==> src/rtl/branch_resolve_unit.sv <==
// Branch resolve unit: tracks predicted branches in program order, checks resolutions,
// redirects fetch on mispredict. Optional perf counters under BR_RESOLVE_PERF_CNT_EN.
module branch_resolve_unit #(
  parameter int DEPTH      = 8,
  parameter int TAG_WIDTH  = 3,
  parameter int ADDR_WIDTH = 32
) (
  input  logic                  clk,
  input  logic                  rst,
  input  logic                  i_alloc_valid,
  output logic                  o_alloc_ready,
  input  logic [ADDR_WIDTH-1:0] i_alloc_pc,
  input  logic                  i_alloc_pred_taken,
  input  logic [ADDR_WIDTH-1:0] i_alloc_pred_target,
  output logic [TAG_WIDTH-1:0]  o_alloc_tag,
  input  logic                  i_res_valid,
  input  logic [TAG_WIDTH-1:0]  i_res_tag,
  input  logic                  i_res_taken,
  input  logic [ADDR_WIDTH-1:0] i_res_target,
  output logic                  o_redirect_valid,
  output logic [ADDR_WIDTH-1:0] o_redirect_pc,
  output logic [TAG_WIDTH-1:0]  o_flush_tag,
  output logic                  o_retire_valid,
  output logic                  o_retire_mispred,
  input  logic                  i_retire_ready,
`ifdef BR_RESOLVE_PERF_CNT_EN
  output logic [31:0]           o_perf_resolved_cnt,
  output logic [31:0]           o_perf_mispred_cnt,
`endif
  output logic [TAG_WIDTH:0]    o_count,
  output logic                  o_empty
);

  logic [DEPTH-1:0]      r_valid;
  logic [DEPTH-1:0]      r_resolved;
  logic [DEPTH-1:0]      r_mispred;
  logic [DEPTH-1:0]      r_pred_taken;
  logic [ADDR_WIDTH-1:0] r_pc          [DEPTH];
  logic [ADDR_WIDTH-1:0] r_pred_target [DEPTH];

  logic [TAG_WIDTH-1:0]  r_head;
  logic [TAG_WIDTH-1:0]  r_tail;
  logic [TAG_WIDTH:0]    r_count;
  logic                  r_redirect_valid;
  logic [ADDR_WIDTH-1:0] r_redirect_pc;
  logic [TAG_WIDTH-1:0]  r_flush_tag;

  logic                  w_res_hit;
  logic                  w_mis;
  logic                  w_mis_fire;
  logic [ADDR_WIDTH-1:0] w_correct_pc;
  logic                  w_alloc_fire;
  logic                  w_retire_fire;
  logic [TAG_WIDTH-1:0]  w_res_dist;
  logic [TAG_WIDTH:0]    w_count_next;
  logic [TAG_WIDTH-1:0]  w_tail_next;

  assign w_res_hit  = i_res_valid & r_valid[i_res_tag] & ~r_resolved[i_res_tag];
  assign w_mis      = (i_res_taken != r_pred_taken[i_res_tag]) |
                      (i_res_taken & (i_res_target != r_pred_target[i_res_tag]));
  assign w_mis_fire = w_res_hit & w_mis;
  assign w_correct_pc = i_res_taken ? i_res_target : (r_pc[i_res_tag] + ADDR_WIDTH'(4));
  assign w_res_dist = i_res_tag - r_head;

  assign o_alloc_ready = (r_count != (TAG_WIDTH+1)'(DEPTH)) & ~w_mis_fire;
  assign w_alloc_fire  = i_alloc_valid & o_alloc_ready;
  assign o_retire_valid   = r_valid[r_head] & r_resolved[r_head];
  assign o_retire_mispred = r_mispred[r_head];
  assign w_retire_fire    = o_retire_valid & i_retire_ready;

  assign o_alloc_tag      = r_tail;
  assign o_count          = r_count;
  assign o_empty          = (r_count == '0);
  assign o_redirect_valid = r_redirect_valid;
  assign o_redirect_pc    = r_redirect_pc;
  assign o_flush_tag      = r_flush_tag;

  always_comb begin
    w_count_next = r_count;
    w_tail_next  = r_tail;
    if (w_mis_fire) begin
      // Everything from head up to and including the mispredicted tag survives.
      w_count_next = (TAG_WIDTH+1)'(w_res_dist) + (TAG_WIDTH+1)'(1)
                     - {{TAG_WIDTH{1'b0}}, w_retire_fire};
      w_tail_next  = i_res_tag + TAG_WIDTH'(1);
    end else begin
      w_count_next = r_count + {{TAG_WIDTH{1'b0}}, w_alloc_fire}
                     - {{TAG_WIDTH{1'b0}}, w_retire_fire};
      if (w_alloc_fire) begin
        w_tail_next = r_tail + TAG_WIDTH'(1);
      end
    end
  end

  genvar gi;
  generate
    for (gi = 0; gi < DEPTH; gi++) begin : g_entry
      localparam logic [TAG_WIDTH-1:0] L_IDX = TAG_WIDTH'(gi);
      logic [TAG_WIDTH-1:0] w_age;
      logic                 w_younger;
      // Age relative to head orders entries even across pointer wrap.
      assign w_age     = L_IDX - r_head;
      assign w_younger = (w_age > w_res_dist);

      always_ff @(posedge clk or posedge rst) begin
        if (rst) begin
          r_valid[gi]    <= 1'b0;
          r_resolved[gi] <= 1'b0;
          r_mispred[gi]  <= 1'b0;
        end else begin
          if (w_alloc_fire && (r_tail == L_IDX)) begin
            r_valid[gi]    <= 1'b1;
            r_resolved[gi] <= 1'b0;
            r_mispred[gi]  <= 1'b0;
          end
          if (w_retire_fire && (r_head == L_IDX)) begin
            r_valid[gi] <= 1'b0;
          end
          if (w_res_hit && (i_res_tag == L_IDX)) begin
            r_resolved[gi] <= 1'b1;
            r_mispred[gi]  <= w_mis;
          end
          if (w_mis_fire && w_younger) begin
            r_valid[gi] <= 1'b0;
          end
        end
      end
    end
  endgenerate

  always_ff @(posedge clk) begin
    if (w_alloc_fire) begin
      r_pc[r_tail]          <= i_alloc_pc;
      r_pred_taken[r_tail]  <= i_alloc_pred_taken;
      r_pred_target[r_tail] <= i_alloc_pred_target;
    end
  end

  always_ff @(posedge clk or posedge rst) begin
    if (rst) begin
      r_head           <= '0;
      r_tail           <= '0;
      r_count          <= '0;
      r_redirect_valid <= 1'b0;
      r_redirect_pc    <= '0;
      r_flush_tag      <= '0;
    end else begin
      r_tail           <= w_tail_next;
      r_count          <= w_count_next;
      r_redirect_valid <= w_mis_fire;
      if (w_retire_fire) begin
        r_head <= r_head + TAG_WIDTH'(1);
      end
      if (w_mis_fire) begin
        r_redirect_pc <= w_correct_pc;
        r_flush_tag   <= i_res_tag;
      end
    end
  end

`ifdef BR_RESOLVE_PERF_CNT_EN
  logic [31:0] r_perf_resolved_cnt;
  logic [31:0] r_perf_mispred_cnt;

  always_ff @(posedge clk or posedge rst) begin
    if (rst) begin
      r_perf_resolved_cnt <= '0;
      r_perf_mispred_cnt  <= '0;
    end else begin
      if (w_res_hit) begin
        r_perf_resolved_cnt <= r_perf_resolved_cnt + 32'd1;
      end
      if (w_mis_fire) begin
        r_perf_mispred_cnt <= r_perf_mispred_cnt + 32'd1;
      end
    end
  end

  assign o_perf_resolved_cnt = r_perf_resolved_cnt;
  assign o_perf_mispred_cnt  = r_perf_mispred_cnt;
`endif

endmodule

==> config.mk <==
export PLATFORM = sky130hd
export DESIGN_NAME = branch_resolve_unit
export DESIGN_NICKNAME = d
export VERILOG_FILES = /design/src/rtl/branch_resolve_unit.sv
export SDC_FILE = /design/constraint.sdc
export NUM_CORES = 1
export LEC_CHECK = 0
export CORE_ASPECT_RATIO = 1.5
export CORE_MARGIN = 1.5
export CORE_UTILIZATION = 55
export CTS_BUF_LIST = sky130_fd_sc_hd__clkbuf_4
export CTS_CLUSTER_DIAMETER = 40
export DETAILED_ROUTE_END_ITERATION = 10
export PLACE_DENSITY = 0.75
export SLEW_MARGIN = 20
export SYNTH_ARGS = -nofsm -noshare
export SYNTH_HDL_FRONTEND = slang
export SYNTH_SLANG_ARGS = --single-unit
export TNS_END_PERCENT = 10
==> constraint.sdc <==
create_clock -name clk -period 16.87 [get_ports clk]
set_input_delay 5.061 -clock clk [delete_from_list [all_inputs] [get_ports clk]]
set_output_delay 5.061 -clock clk [all_outputs]
set_load 0.01 [all_outputs]
==> qor.yml <==
outcome:
  status: "completed"
layout:
  instances_no_fill: 2377
  drive_gt1_frac: 0.211
  finalNetCount: 1834
  multi_input_area_mm2: 0.00716
  syn_to_final_growth_pct: 14.7
  seq_area_mm2: 0.0174
  nFillCells: 3118
  fin_area_mm2: 0.0289
floorplan:
  dieArea_mm2: 0.0472
  ios: 153
  coreArea_mm2: 0.0450
  floorplan.die.width_um: 178
  dieHeight_um: 265
  num_rows: 95
  start_util: 0.560
setup_path:
  crit_slowest_cell: "clkbuf_8"
  path_buf_inv: 4
  crit_type: "in2out"
  worstPathRequired_ns: 11.81
  endpoint_kind: "primary output"
  critPathLaunchType: "primary input"
  path_max_fanout: 116
  slowest_delay_ns: 0.71
  worstPathArrival_ns: 9.66
  crit_chain: "clkbuf_8 -> buf_4 -> mux2i_1 -> a21oi_1 -> o22ai_1 -> a21oi_1 -> xor2_1 -> or4_1 -> or3_1 -> buf_4 -> nand2_8 -> and2_1 -> clkdlybuf4s50_1"
  critPathTopFamily: "buffers and inverters"
power_and_ir_drop:
  powerDensity_mw_per_mm2: 140
  vdd_drop_max_mv: 0.0757
  cellLeakagePower_nw: 10.4
min_path:
  hp-class: "reg2reg"
routing:
  drcViolationCount: 0
  route.vias.total: 14400
  ant_nets: 0
  wirelength_um: 58900
  drt_iter0_drc: 1357
  via_per_inst: 6.06
  drtPass1Iterations: 6
  detail_route.wl_per_cell_um: 24.8
sta:
  relSlewSlack: 0.222
  fin_hold_ws_ns: 0.503
  min_period_ns: 14.72
  period_share: 0.872
  grt_setup_unrepaired: "no"
  fin_setup_tns_ns: 0
  setup_viol_count_final: 0
  drv_slew: 0
  max_freq_mhz: 67.9
  tightest_slew_ns: 1.17
  final_hold_viol_count: 0
  fin_skew_ns: 0.0517
global_routing:
  grtUsageMet2: 0.441
  grt_pass1_wl_um: 88400
  globalRoute.busiestLayer: "met2"
  antenna_found_initial: 4
  grt_usage: 0.257
  grt_max_degree: 117
  grt_pass1_vias: 14800
  globalRouteMet1Util: 0.318
  grt_util_met3: 0.0479
  grt_overflow: 0
placed_design:
  globalplace.congestion: 0.912
  hpwl_um: 35900
  port_buffers: 152
  placed_cell_area_mm2: 0.0271
  placed_cells: 2135
yosys:
  syn_nets: 1593
  ys_warn_count: 0
  synth_area_mm2: 0.0252
  ys_seq_area_frac: 0.689
  synthArstFlopShare: 0.119
  synthCells: 1451
  synth.avg_cell_area_um2: 17.4
  yosysTopAreaCell: "edfxtp_1"
  synthTopCellsByArea: "edfxtp_1, dfrtp_1, mux4_2, mux2i_1, mux4_1"
  synth.distinct_cells: 79
  synth_most_common_cell: "edfxtp_1"
  netlist.area_leader.share: 0.619
  synth_flop_cell: "edfxtp_1"
  yosys_register_bits: 590
  synth_edf_count: 520
  synth_commonest_cells: "edfxtp_1, mux2i_1, nand2_1"
cts:
  cts_buffers: 136
  clk_pin_slew_ns: 0.06
  h-tree-depth: 4
  post_cts_buffers: 0
  cts_buffer_depth: 3
  cts-root-buf: "clkbuf_4"
  numClockSinks: 590
  cts_tree: "done"
  hold_buffers: 0
  ctsResizeCount: 0
  clock_latency_ns: 0.86
run:
  maxCapViolations: 0
## worst register-to-register path, cell delays in order (launching register included)
cell and delay, ns:
edfxtp_1 0.36, mux4_1 0.51, mux2i_1 0.19, xor2_1 0.29, o21ai_0 0.13, nand4bb_1 0.31, or3_1 0.44, buf_4 0.25
a21oi_4 0.79, buf_4 0.79
## registers in the layout, indices dropped and copies added, names as in the netlist
signal	count
o_flush_tag	3
o_redirect_valid	1
r_pred_target	256
r_mispred	8
o_alloc_tag	3
r_valid	8
r_pc	256
r_head	3
o_count	4
r_pred_taken	8
r_resolved	8
o_redirect_pc	32
## kinds of logic (layout without fill, tap and decap cells)
logic type      Yosys count  in the layout  share of synthesized area
flops                   590            590                      0.689
buf+inv                 116            457                     0.0284
mux                     250            250                      0.152
simple gates            206            206                     0.0409
compound gates          189            189                     0.0496
other cells               0              3                          0
fa+ha+maj                36             36                     0.0185
xor+xnor                 64             64                     0.0222
## cells in the final DEF, fill, tap and decap left out, drive strengths merged, types with 44 or more instances in the layout
master / netlist / final
nand2: 95 / 95
inv: 41 / 44
clkdlybuf4s50: 0 / 148
mux2i: 118 / 118
clkbuf: 15 / 201
mux4: 85 / 85
mux2: 47 / 47
edfxtp: 520 / 520
dfrtp: 70 / 70
o21ai: 50 / 50
## through the flow
stage / total power, mW / utilization / setup WS, ns
after global routing: 4.25 / 0.642 / 1.95
after global placement: 2.90 / 0.602 / 2.30
after floorplan: 2.55 / - / 3.88
after detailed placement: 2.93 / 0.602 / 2.19
final: 4.05 / 0.642 / 2.15
after CTS: 4.08 / 0.641 / 2.18
## power breakdown
| group | internal (mW) | total (mW) | switching, mW |
|---|---|---|---|
| clock network | 0.606 | 1.14 | 0.535 |
| logic | 0.429 | 0.946 | 0.517 |
| registers | 1.84 | 1.97 | 0.124 |
| total | 2.88 | 4.05 | 1.18 |
## area by class of cell
cell class,instances,share of cell area
inverters,41,0.00541
repair buffers,178,0.0600
well taps,582,0.0252
diodes,3,0.000260
multi-input cells,745,0.248
flip-flops and latches,590,0.600
clock inverters,38,0.00934
clock buffers,200,0.0519
## path summary, 6_finish.rpt
| kind | slack (ns) | from | cells after the start | to |
|---|---|---|---|---|
| min | 0.50 | o_flush_tag[0] | 1 | o_flush_tag[0] |
| max in group asynchronous | 11.40 | rst | 3 | o_redirect_pc[13] |
| min reg2reg | 0.50 | o_flush_tag[0] | 1 | o_flush_tag[0] |
| min in group asynchronous | 4.82 | rst | 3 | o_redirect_pc[1] |
| max | 2.15 | i_res_tag[1] | 13 | o_alloc_ready |
| max reg2reg | 12.32 | r_pred_target[5][13] | 9 | r_pred_target[1][22] |
## per-layer routing
| layer | vias up | share of wire |
|---|---|---|
| li1 | 6287 | - |
| met1 | 7326 | 0.37 |
| met2 | 646 | 0.52 |
| met3 | 138 | 0.066 |
| met4 | 2 | 0.036 |
| met5 | - | 0.00020 |
Note: power is estimated with default switching activity, not from simulation.
